**config.mk**
```make
export PLATFORM = sky130hd
export DESIGN_NAME = rv32_mem_top_flat
export DESIGN_NICKNAME = d
export VERILOG_FILES = /design/src/rtl/rv32_pkg.sv /design/src/rtl/rv32_mem_if.sv /design/src/rtl/rv32_mem_lane.sv /design/src/rtl/rv32_mem_top.sv /design/src/flat_wrapper.sv
export SDC_FILE = /design/constraint.sdc
export NUM_CORES = 1
export LEC_CHECK = 0
export ABC_AREA = 0
export CAP_MARGIN = 20
export CELL_PAD_IN_SITES_DETAIL_PLACEMENT = 1
export CELL_PAD_IN_SITES_GLOBAL_PLACEMENT = 1
export CORE_ASPECT_RATIO = 0.75
export CORE_MARGIN = 2
export CORE_UTILIZATION = 23
export CTS_BUF_LIST = sky130_fd_sc_hd__clkbuf_8
export DETAILED_ROUTE_END_ITERATION = 8
export GPL_ROUTABILITY_DRIVEN = 0
export PLACE_DENSITY_LB_ADDON = 0.15
export SLEW_MARGIN = 0
export SYNTH_ARGS = -nofsm -noshare
export SYNTH_HDL_FRONTEND = slang
export SYNTH_SLANG_ARGS = --single-unit
```
**constraint.sdc**
```tcl
create_clock -name clk -period 3.25 [get_ports clk]
set_input_delay 0.4875 -clock clk [delete_from_list [all_inputs] [get_ports clk]]
set_output_delay 0.4875 -clock clk [all_outputs]
set_load 0.005 [all_outputs]
```
**src/rtl/rv32_pkg.sv**
```systemverilog
// rtl/rv32_pkg.sv - shared RV32 opcode, funct3, writeback-select and MEM-stage FSM types
package rv32_pkg;

  localparam logic [6:0] OP_LOAD  = 7'b0000011;
  localparam logic [6:0] OP_STORE = 7'b0100011;

  localparam logic [2:0] F3_B  = 3'b000;
  localparam logic [2:0] F3_H  = 3'b001;
  localparam logic [2:0] F3_W  = 3'b010;
  localparam logic [2:0] F3_BU = 3'b100;
  localparam logic [2:0] F3_HU = 3'b101;

  typedef enum logic [1:0] {
    CWB_ALU = 2'b00,
    CWB_MEM = 2'b01,
    CWB_IO  = 2'b10
  } control_wb_t;

  typedef enum logic {
    S_IDLE,
    S_IO_WAIT
  } mem_state_t;

endpackage

```
**src/rtl/rv32_mem_if.sv**
```systemverilog
// rtl/rv32_mem_if.sv - data-memory and memory-mapped IO bus bundle for the MEM stage
interface rv32_mem_if;
  logic [29:0] memif_addr;
  logic        memif_we;
  logic [3:0]  memif_be;
  logic [31:0] memif_wdata;
  logic        io_req;
  logic        io_we;
  logic [31:0] io_addr;
  logic [3:0]  io_be;
  logic [31:0] io_wdata;
  logic        io_ack;
  logic [31:0] io_rdata;
  logic        io_err;

  modport master (
    output memif_addr, memif_we, memif_be, memif_wdata,
    output io_req, io_we, io_addr, io_be, io_wdata, io_err,
    input  io_ack, io_rdata
  );

  modport slave (
    input  memif_addr, memif_we, memif_be, memif_wdata,
    input  io_req, io_we, io_addr, io_be, io_wdata, io_err,
    output io_ack, io_rdata
  );
endinterface

```
**src/rtl/rv32_mem_lane.sv**
```systemverilog
// rtl/rv32_mem_lane.sv - byte-enable/store replication and load lane extract/extend
module rv32_mem_lane
  import rv32_pkg::*;
(
  input  logic [2:0]  funct3,
  input  logic [1:0]  addr_lo,
  input  logic [31:0] store_data,
  input  logic [31:0] load_word,
  output logic [3:0]  be,
  output logic [31:0] wdata,
  output logic [31:0] load_data
);

  logic [7:0]  ld_byte;
  logic [15:0] ld_half;

  always_comb begin
    be    = 4'b1111;
    wdata = store_data;
    case (funct3[1:0])
      2'b00: begin
        be    = 4'b0001 << addr_lo;
        wdata = {4{store_data[7:0]}};
      end
      2'b01: begin
        be    = 4'b0011 << {addr_lo[1], 1'b0};
        wdata = {2{store_data[15:0]}};
      end
      default: ;
    endcase
  end

  always_comb begin
    ld_byte = load_word[7:0];
    case (addr_lo)
      2'd1:    ld_byte = load_word[15:8];
      2'd2:    ld_byte = load_word[23:16];
      2'd3:    ld_byte = load_word[31:24];
      default: ;
    endcase
    ld_half = addr_lo[1] ? load_word[31:16] : load_word[15:0];
    load_data = load_word;
    case (funct3)
      F3_B:    load_data = {{24{ld_byte[7]}}, ld_byte};
      F3_H:    load_data = {{16{ld_half[15]}}, ld_half};
      F3_BU:   load_data = {24'b0, ld_byte};
      F3_HU:   load_data = {16'b0, ld_half};
      default: ;
    endcase
  end

endmodule

```
**src/rtl/rv32_mem_top.sv**
```systemverilog
// rtl/rv32_mem_top.sv - RV32 MEM stage with IO wait-state/timeout; option RV32_MEM_MISALIGN_TRAP_EN
module rv32_mem_top
  import rv32_pkg::*;
#(
  parameter logic [3:0] IO_BASE    = 4'hF,
  parameter int         IO_TIMEOUT = 16
) (
  input  logic        clk,
  input  logic        reset,
  input  logic [31:0] pc_in,
  input  logic [31:0] iw_in,
  input  logic [31:0] alu_in,
  input  logic [31:0] rs2_in,
  input  logic [4:0]  wb_reg_in,
  input  logic        wb_enable_in,
  output logic        mem_stall,
  rv32_mem_if.master  bus,
  output logic [31:0] pc_out,
  output logic [31:0] iw_out,
  output logic [31:0] alu_out,
  output logic [4:0]  wb_reg_out,
  output logic        wb_enable_out,
  output logic [1:0]  control_wb_out,
  output logic [31:0] io_rdata_out,
  output logic [4:0]  ld_fmt_out,
`ifdef RV32_MEM_MISALIGN_TRAP_EN
  output logic        misalign_out,
`endif
  output logic        df_mem_enable,
  output logic [4:0]  df_mem_reg,
  output logic [31:0] df_mem_data,
  output logic        df_mem_is_load
);

  localparam logic [7:0] TO_LAST = 8'(IO_TIMEOUT - 1);

  mem_state_t  state;
  logic [7:0]  wait_cnt;
  logic        q_we;
  logic [31:0] q_addr;
  logic [3:0]  q_be;
  logic [31:0] q_wdata;
  logic        io_err_q;

  logic [2:0]  funct3;
  logic        is_load, is_store, is_mem_op, is_io, misalign;
  logic        in_wait, io_start, timeout, io_done;
  logic [3:0]  lane_be;
  logic [31:0] lane_wdata, lane_rdata;

  assign funct3    = iw_in[14:12];
  assign is_load   = (iw_in[6:0] == OP_LOAD);
  assign is_store  = (iw_in[6:0] == OP_STORE);
  assign is_mem_op = is_load | is_store;
  assign is_io     = (alu_in[31:28] == IO_BASE);

`ifdef RV32_MEM_MISALIGN_TRAP_EN
  assign misalign = is_mem_op &&
                    ((funct3[1:0] == 2'b01 && alu_in[0]) ||
                     (funct3[1:0] == 2'b10 && alu_in[1:0] != 2'b00));
`else
  assign misalign = 1'b0;
`endif

  rv32_mem_lane u_lane (
    .funct3     (funct3),
    .addr_lo    (alu_in[1:0]),
    .store_data (rs2_in),
    .load_word  (bus.io_rdata),
    .be         (lane_be),
    .wdata      (lane_wdata),
    .load_data  (lane_rdata)
  );

  // Stall drops on the completion cycle itself so EX advances past the IO op at that edge.
  assign in_wait   = (state == S_IO_WAIT);
  assign io_start  = (state == S_IDLE) && is_mem_op && is_io && !misalign;
  assign timeout   = in_wait && (wait_cnt == TO_LAST);
  assign io_done   = (io_start && bus.io_ack) || (in_wait && (bus.io_ack || timeout));
  assign mem_stall = (io_start || in_wait) && !io_done;

  assign bus.memif_addr  = alu_in[31:2];
  assign bus.memif_we    = is_store && !is_io && !misalign;
  assign bus.memif_be    = (is_store && !is_io) ? lane_be : 4'b0000;
  assign bus.memif_wdata = lane_wdata;

  assign bus.io_req   = io_start || in_wait;
  assign bus.io_we    = in_wait ? q_we    : (io_start && is_store);
  assign bus.io_addr  = in_wait ? q_addr  : (io_start ? alu_in     : 32'b0);
  assign bus.io_be    = in_wait ? q_be    : (io_start ? lane_be    : 4'b0000);
  assign bus.io_wdata = in_wait ? q_wdata : (io_start ? lane_wdata : 32'b0);
  assign bus.io_err   = io_err_q;

  assign df_mem_enable  = wb_enable_in;
  assign df_mem_reg     = wb_reg_in;
  assign df_mem_data    = alu_in;
  assign df_mem_is_load = is_load;

  always_ff @(posedge clk) begin
    if (reset) begin
      state          <= S_IDLE;
      wait_cnt       <= 8'd0;
      q_we           <= 1'b0;
      q_addr         <= 32'b0;
      q_be           <= 4'b0;
      q_wdata        <= 32'b0;
      io_err_q       <= 1'b0;
      pc_out         <= 32'b0;
      iw_out         <= 32'b0;
      alu_out        <= 32'b0;
      wb_reg_out     <= 5'b0;
      wb_enable_out  <= 1'b0;
      control_wb_out <= CWB_ALU;
      io_rdata_out   <= 32'b0;
      ld_fmt_out     <= 5'b0;
`ifdef RV32_MEM_MISALIGN_TRAP_EN
      misalign_out   <= 1'b0;
`endif
    end else begin
      io_err_q <= timeout && !bus.io_ack;
`ifdef RV32_MEM_MISALIGN_TRAP_EN
      misalign_out <= misalign;
`endif
      case (state)
        S_IDLE: begin
          wait_cnt <= 8'd0;
          if (io_start && !bus.io_ack) begin
            state   <= S_IO_WAIT;
            q_we    <= is_store;
            q_addr  <= alu_in;
            q_be    <= lane_be;
            q_wdata <= lane_wdata;
          end
        end
        S_IO_WAIT: begin
          if (bus.io_ack || timeout) begin
            state    <= S_IDLE;
            wait_cnt <= 8'd0;
          end else begin
            wait_cnt <= wait_cnt + 8'd1;
          end
        end
        default: state <= S_IDLE;
      endcase

      if (mem_stall) begin
        wb_enable_out  <= 1'b0;
        control_wb_out <= CWB_ALU;
      end else begin
        pc_out        <= pc_in;
        iw_out        <= iw_in;
        alu_out       <= alu_in;
        wb_reg_out    <= wb_reg_in;
        wb_enable_out <= wb_enable_in && !misalign;
        ld_fmt_out    <= {funct3, alu_in[1:0]};
        if (is_load && !misalign) control_wb_out <= is_io ? CWB_IO : CWB_MEM;
        else                      control_wb_out <= CWB_ALU;
        io_rdata_out <= (is_load && (io_start || in_wait) && bus.io_ack) ? lane_rdata : 32'b0;
      end
    end
  end

endmodule

```
**src/flat_wrapper.sv**
```systemverilog
// flat-port wrapper written by rule: the top's interface ports become plain ports
module rv32_mem_top_flat import rv32_pkg::*;
#(
  parameter logic [3:0] IO_BASE    = 4'hF,
  parameter int         IO_TIMEOUT = 16
)
  (clk, reset, pc_in, iw_in, alu_in, rs2_in, wb_reg_in, wb_enable_in, mem_stall, pc_out, iw_out, alu_out, wb_reg_out, wb_enable_out, control_wb_out, io_rdata_out, ld_fmt_out, df_mem_enable, df_mem_reg, df_mem_data, df_mem_is_load, bus_memif_addr, bus_memif_we, bus_memif_be, bus_memif_wdata, bus_io_req, bus_io_we, bus_io_addr, bus_io_be, bus_io_wdata, bus_io_err, bus_io_ack, bus_io_rdata);
  rv32_mem_if bus_i ();
  input  logic clk;
  input  logic reset;
  input  logic [31:0] pc_in;
  input  logic [31:0] iw_in;
  input  logic [31:0] alu_in;
  input  logic [31:0] rs2_in;
  input  logic [4:0] wb_reg_in;
  input  logic wb_enable_in;
  output logic mem_stall;
  output logic [31:0] pc_out;
  output logic [31:0] iw_out;
  output logic [31:0] alu_out;
  output logic [4:0] wb_reg_out;
  output logic wb_enable_out;
  output logic [1:0] control_wb_out;
  output logic [31:0] io_rdata_out;
  output logic [4:0] ld_fmt_out;
  output logic df_mem_enable;
  output logic [4:0] df_mem_reg;
  output logic [31:0] df_mem_data;
  output logic df_mem_is_load;
  output wire logic [$bits(bus_i.memif_addr)-1:0] bus_memif_addr;
  output wire logic [$bits(bus_i.memif_we)-1:0] bus_memif_we;
  output wire logic [$bits(bus_i.memif_be)-1:0] bus_memif_be;
  output wire logic [$bits(bus_i.memif_wdata)-1:0] bus_memif_wdata;
  output wire logic [$bits(bus_i.io_req)-1:0] bus_io_req;
  output wire logic [$bits(bus_i.io_we)-1:0] bus_io_we;
  output wire logic [$bits(bus_i.io_addr)-1:0] bus_io_addr;
  output wire logic [$bits(bus_i.io_be)-1:0] bus_io_be;
  output wire logic [$bits(bus_i.io_wdata)-1:0] bus_io_wdata;
  output wire logic [$bits(bus_i.io_err)-1:0] bus_io_err;
  input wire logic [$bits(bus_i.io_ack)-1:0] bus_io_ack;
  input wire logic [$bits(bus_i.io_rdata)-1:0] bus_io_rdata;
  assign bus_memif_addr = bus_i.memif_addr;
  assign bus_memif_we = bus_i.memif_we;
  assign bus_memif_be = bus_i.memif_be;
  assign bus_memif_wdata = bus_i.memif_wdata;
  assign bus_io_req = bus_i.io_req;
  assign bus_io_we = bus_i.io_we;
  assign bus_io_addr = bus_i.io_addr;
  assign bus_io_be = bus_i.io_be;
  assign bus_io_wdata = bus_i.io_wdata;
  assign bus_io_err = bus_i.io_err;
  assign bus_i.io_ack = bus_io_ack;
  assign bus_i.io_rdata = bus_io_rdata;
  rv32_mem_top #(.IO_BASE(IO_BASE), .IO_TIMEOUT(IO_TIMEOUT)) u_core (.clk(clk), .reset(reset), .pc_in(pc_in), .iw_in(iw_in), .alu_in(alu_in), .rs2_in(rs2_in), .wb_reg_in(wb_reg_in), .wb_enable_in(wb_enable_in), .mem_stall(mem_stall), .bus(bus_i), .pc_out(pc_out), .iw_out(iw_out), .alu_out(alu_out), .wb_reg_out(wb_reg_out), .wb_enable_out(wb_enable_out), .control_wb_out(control_wb_out), .io_rdata_out(io_rdata_out), .ld_fmt_out(ld_fmt_out), .df_mem_enable(df_mem_enable), .df_mem_reg(df_mem_reg), .df_mem_data(df_mem_data), .df_mem_is_load(df_mem_is_load));
endmodule
```
==> results.ini, run 1 <==
[status]
status = completed

[grt]
grt_pass1_vias = 10290
gr-total-overflow = 0
grt_max_degree = 132
track_usage = 0.2023
antenna_found_initial = 6
grt_pass1_wl_mm = 66.77

[clock_tree]
insertion_delay_ns = 0.54
hold_buffers = 0
path_clk_slew_ns = 0.06
htree_levels = 2
clock_sinks = 215
cts_tree = done
cts-root-buf = clkbuf_8
numCtsBuffers = 39
cts_max_path_buffers = 3

[layout]
area_growth_pct = 60.83
drive_gt1_frac = 0.07716
ff_latch_area_mm2 = 0.004308
final_cell_mix = clkdlybuf4s50_1 (485), nand2_1 (330), dfxtp_1 (214)
fin_area_mm2 = 0.01545
multi_input_area_mm2 = 0.004233
fill_cells = 4852
post-route-util = 0.3769
nets = 1795
mostFrequentLayoutCell = clkdlybuf4s50_1

[route]
drtIter0Drc = 492
first_pass_iters = 4
vias_per_cell = 4.571
drc = 0
routedWlPerCell_um = 20.59
ant_nets = 0
wirelength_mm = 45.53
routed-via-count = 10110

[pwr]
p_leak_nw = 5.903
ir_drop_mv = 0.2525
power_mw = 6.175
power_per_cell_area_mw_per_mm2 = 399.6

[worst_setup_path]
crit_path_start_kind = input port
cpLargestDelayFamily = buffers and inverters
required_ns = 2.76
crit_chain = clkdlybuf4s50_1, and4_1, and4b_2, buf_4, a22o_1, clkdlybuf4s50_1
worst-endpoint-arrival_ns = 2.68
crit_path_max_fanout = 9
path_class = input port to output port
r2r-start = u_core.wait_cnt[0]$_SDFF_PP0_
cpPeakStageDelay_ns = 0.56
cpMaxStageDelayCell = clkdlybuf4s50_1
cpMostUsedCell = clkdlybuf4s50_1
cp.buffers_inverters = 3
critPathCaptureType = output port
cp-startpoint = alu_in[31]

[placed_design]
placedInstanceArea_mm2 = 0.01470
place_ws_ns = -0.05760
io_buffers = 487
dpl.hpwl_mm = 33.72

[floorplanning]
start_util = 0.2343
rows = 64
die_w_um = 240.0
dieArea_mm2 = 0.04344
die_y_um = 181.0
core-area_mm2 = 0.04100
io_pins = 488

[timing]
setup_slack_ns = 0.07855
report.final.slew_viol_count = 0
min_period_over_period = 0.9758
worst-slew-pin-transition_ns = 0.7334
maxClockFrequency_ghz = 0.3153
period_minus_slack_ns = 3.171
rsz0062_at_grt = no
slew_headroom = 0.5111
setup_viol = 0
finClkSkew_ns = 0.01588
fin_setup_tns_ns = 0
hold_viol = 0

[synthesis]
syn_avg_cell_area_um2 = 7.914
ys_types = 47
synth_largest_area_cell = dfxtp_1
yosys_warnings = 0
seq_area_frac_synth = 0.4480
synth.top_cell.area_share = 0.4480
synth_area_leaders = dfxtp_1 (45%), nand2_1 (13%), a21oi_1 (8.0%), buf_4 (7.1%), a22o_1 (5.1%)
synthesis.area_mm2 = 0.009608
synth_seq_cells = 215
syn_inst = 1214
syn_nets = 1384

[worst_hold_path]
hp-class = input port to flop
min_from = reset

[job]
maxCapViolations = 0

-- final timing paths --
kind,end,slack (ns),depth (start not counted)
min reg2reg,u_core.alu_out[16]$_SDFFE_PP0N_,0.45,2
max,bus_io_wdata[24],0.08,6
min,u_core.ld_fmt_out[2]$_SDFFE_PP0N_,0.40,2
max reg2reg,u_core.io_rdata_out[9]$_SDFFE_PP0N_,0.83,8
-- area by class of cell --
cell class	count	area share
timing repair buffer	545	0.3499
sequential	215	0.2788
multi-input combinational	808	0.2739
tap	561	0.04543
clock buffer	47	0.04186
clock inverter	15	0.005425
inverter	16	0.004049
antenna	4	0.0006478
-- flip-flops by register name, summed over array words and instances (netlist names) --
signal                 count
u_core.wb_enable_out       1
u_core.bus.io_err          1
u_core.q_we                1
u_core.q_be                4
u_core.q_addr             32
u_core.ld_fmt_out          4
u_core.in_wait             1
u_core.control_wb_out      2
u_core.q_wdata            32
u_core.iw_out             30
u_core.alu_out            30
u_core.io_rdata_out       32
u_core.pc_out             32
u_core.wait_cnt            8
u_core.wb_reg_out          5
-- logic make-up (layout without fill, tap and decap cells) --
logic type                 Yosys count  count (layout)  share of synthesized area
adders and majority gates            1               1                   0.001302
other                                0               4                          0
xor gates and xnor gates             6               6                   0.005470
AOI/OAI and AO/OA                  308             308                     0.2067
buffers and inverters              191             623                     0.1129
and+or+nand+nor                    467             467                     0.1974
muxes                               26              26                    0.02826
DFF                                215             215                     0.4480
-- per-stage QoR --
stage	instances	hold WS, ns
after detailed placement	2143	0.4432
after CTS	2207	0.3787
final	2211	0.4026
after global placement	2143	0.4312
after floorplan	1214	0.4132
after global routing	2210	0.3977
-- routing by layer --
layer / track usage / vias to the layer above / routed length, um
met4: 0.05217 / 2 / 943
met1: 0.2669 / 4864 / 20530
li1: - / 4845 / -
met2: 0.3286 / 339 / 21080
met3: 0.05042 / 56 / 2963
met5: 0 / - / 11
-- what timing repair did --
action                                  in CTS  in global routing
buffers inserted                             2                  0
resized for setup                            0                  0
endpoints found under the setup margin      52                  0
-- synth_stat cells, drive strengths merged --
master   number
nor4          4
nand2       330
clkinv        1
ha            1
nand3        10
a2111oi       1
nor3          9
a211oi       12
xnor2         3
and3          4
a21o          5
nand3b        2
and4b         1
o21ai        28
a221oi        7
nor3b         1
a311o         1
mux2          9
o2bb2ai      16
o22ai         2
clkbuf       62
nand4         2
xor2          3
or3           3
a2bb2oi      18
nor2         88
and4          1
o211ai        1
nor2b         8
buf         113
a22o         56
nand4b        1
o21a          1
a31oi         1
and2          1
inv          15
mux2i        17
dfxtp       215
a21oi       154
o32ai         5
nand2b        2
-- where the power goes --
part	switching, mW	internal [mW]	total [mW]
registers	0.0372	2.70	2.74
clock network	1.13	1.37	2.50
logic	0.395	0.535	0.930
total	1.57	4.61	6.18
Power figures use the tool's default switching activity.
==> run 2, diff against run 1 <==
--- a/config.mk
+++ b/config.mk
@@ -9,7 +9,6 @@
 export CAP_MARGIN = 20
 export CELL_PAD_IN_SITES_DETAIL_PLACEMENT = 1
 export CELL_PAD_IN_SITES_GLOBAL_PLACEMENT = 1
-export CORE_ASPECT_RATIO = 0.75
 export CORE_MARGIN = 2
 export CORE_UTILIZATION = 23
 export CTS_BUF_LIST = sky130_fd_sc_hd__clkbuf_8
==> results.ini, run 2 (synthesis gave the netlist of run 1 again) <==
[worst_setup_path]
cp.depth = 7  ; +1
cpLargestDelayFamily = buffers and inverters
crit_path_max_fanout = 42  ; +33
r2r_slack_ns = 0.84  ; about the same
cpPeakStageDelay_ns = 0.51  ; -0.05 ns
crit_chain = clkdlybuf4s50_1, nor4_4, buf_4, and4b_2, buf_12, a22o_1, clkdlybuf4s50_1
worst-endpoint-arrival_ns = 2.67  ; about the same
critPathCaptureType = output port
required_ns = 2.76  ; about the same
cpMaxStageDelayCell = clkdlybuf4s50_1
path_class = input port to output port
r2r-start = u_core.wait_cnt[0]$_SDFF_PP0_
cp.buffers_inverters = 4  ; +1
rr_endpoint = u_core.alu_out[12]$_SDFFE_PP0N_
cpMostUsedCell = clkdlybuf4s50_1
ff2ff_path_depth = 9  ; +1
crit_path_start_kind = input port

[timing]
slew_headroom = 0.5097  ; -0.001434
setup_viol = 0  ; unchanged
worst-slew-pin-transition_ns = 0.7355  ; +0.002151 ns
period_minus_slack_ns = 3.155  ; -0.01673 ns
min_period_over_period = 0.9707  ; -0.005149
fin_setup_tns_ns = 0  ; unchanged
hold_viol = 0  ; unchanged
rsz0062_at_grt = no
finClkSkew_ns = 0.02974  ; +0.01386 ns
report.final.slew_viol_count = 0  ; unchanged
maxClockFrequency_ghz = 0.3170  ; +0.53%
holdWs_ns = 0.2373  ; -0.1654 ns

[clock_tree]
post_cts_buffers = 0  ; -2
numCtsBuffers = 43  ; +10%
cts_max_path_buffers = 3  ; unchanged
hold_buffers = 0  ; unchanged
htree_levels = 2  ; unchanged
path_clk_slew_ns = 0.05  ; about the same
cts-root-buf = clkbuf_8
cts_tree = done
clock_sinks = 215  ; unchanged
insertion_delay_ns = 0.59  ; +0.05 ns

[layout]
nets = 1785  ; -0.56%
fin_area_mm2 = 0.01543  ; -0.12%
final_cell_mix = clkdlybuf4s50_1 (482), nand2_1 (330), dfxtp_1 (214)
drive_gt1_frac = 0.07547  ; -0.001685
post-route-util = 0.3763  ; -0.0006180
mostFrequentLayoutCell = clkdlybuf4s50_1
area_growth_pct = 60.63
fill_cells = 4853  ; +0.021%
stdcell_count = 2180  ; -1.4%

[route]
wirelength_mm = 45.35  ; -0.38%
ant_nets = 0  ; unchanged
routed-via-count = 10080  ; -0.31%
drc = 0  ; unchanged
drtIter0Drc = 408  ; -17%
routedWlPerCell_um = 20.80  ; +1.0%
vias_per_cell = 4.622  ; +1.1%
first_pass_iters = 4  ; unchanged

[floorplanning]
io_pins = 488  ; unchanged
core-area_mm2 = 0.04102  ; about the same
start_util = 0.2342  ; about the same
die_y_um = 208.4  ; +15%
dieArea_mm2 = 0.04342  ; about the same
rows = 74  ; +16%
die_w_um = 208.4  ; -13%

[status]
status = completed

[grt]
antenna_found_initial = 5  ; -1
gr-total-overflow = 0  ; unchanged
track_usage = 0.2032  ; +0.0009329
grt_max_degree = 103  ; -22%
grt_pass1_wl_mm = 67.35  ; +0.87%
grt_pass1_vias = 10440  ; +1.5%

[worst_hold_path]
min_from = iw_in[2]
whs_path_depth = 3  ; +1
min_to = u_core.iw_out[2]$_SDFFE_PP0N_
hp-class = input port to flop

[placed_design]
dpl.hpwl_mm = 32.76  ; -2.8%
dpl.cell_count = 2102  ; -1.9%
io_buffers = 487  ; unchanged
placedInstanceArea_mm2 = 0.01457  ; -0.88%

[pwr]
p_leak_nw = 5.911  ; +0.14%
power_per_cell_area_mw_per_mm2 = 415.3  ; +3.9%
ir_drop_mv = 0.2716  ; +7.6%

[job]
maxCapViolations = 0  ; unchanged

[run 2: timing repair]
item                                    CTS  global route
pin swaps                                 0             2
endpoints found under the setup margin    1             7
gates resized for setup                   2             3
[run 2: through the flow]
| step | setup WS (ns) | total power, mW |
|---|---|---|
| 2_1_floorplan | 1.049 | 3.098 |
| 3_3_place_gp | -0.005858 | 3.712 |
| 3_5_place_dp | 0.01844 | 3.715 |
| 4_1_cts | 0.06348 | 6.536 |
| 5_1_grt | 0.01722 | 6.719 |
| 6_report | 0.09528 | 6.410 |
[run 2: worst min-delay path: cells and delay by family]
| family | cells | cell delay [ns] |
|---|---|---|
| buffers and inverters | 1 | 0.15 |
| and+or+nand+nor | 1 | 0.07 |
| AOI/OAI and AO/OA | 1 | 0.06 |
[run 2: worst max-delay path by stage]
| stage | from | endpoint | slack, ns |
|---|---|---|---|
| after floorplan | iw_in[2] | bus_io_addr[0] | 1.05 |
| after global placement | iw_in[2] | bus_io_wdata[27] | -0.006 |
| after detailed placement | iw_in[2] | bus_io_wdata[27] | 0.02 |
| after CTS | iw_in[2] | bus_io_wdata[27] | 0.06 |
| after global routing | iw_in[3] | bus_io_addr[3] | 0.02 |
| final | iw_in[3] | bus_io_addr[6] | 0.1 |
[run 2: per-layer routing]
layer | vias to the layer above | wire length (um) | GRT usage
li1 | 4827 | - | -
met5 | - | 0 | 0
met4 | 0 | 873 | 0.06202
met1 | 4859 | 20080 | 0.2589
met3 | 56 | 3719 | 0.06883
met2 | 333 | 20690 | 0.3237
[run 2: area by class of cell]
class                      count  area [um^2]  share of cell area
multi-input combinational    808         4234              0.2743
timing repair buffer         531         5308              0.3439
clock inverter                20        113.9            0.007377
tap                          532        665.6             0.04313
sequential                   215         4308              0.2791
inverter                      16        62.56            0.004053
antenna                        5        12.51           0.0008107
clock buffer                  53        729.5             0.04726
[run 2: where the power goes]
part,switching [mW],internal (mW)
clock,1.22,1.54
sequential,0.0376,2.71
combinational,0.384,0.521
total,1.65,4.76
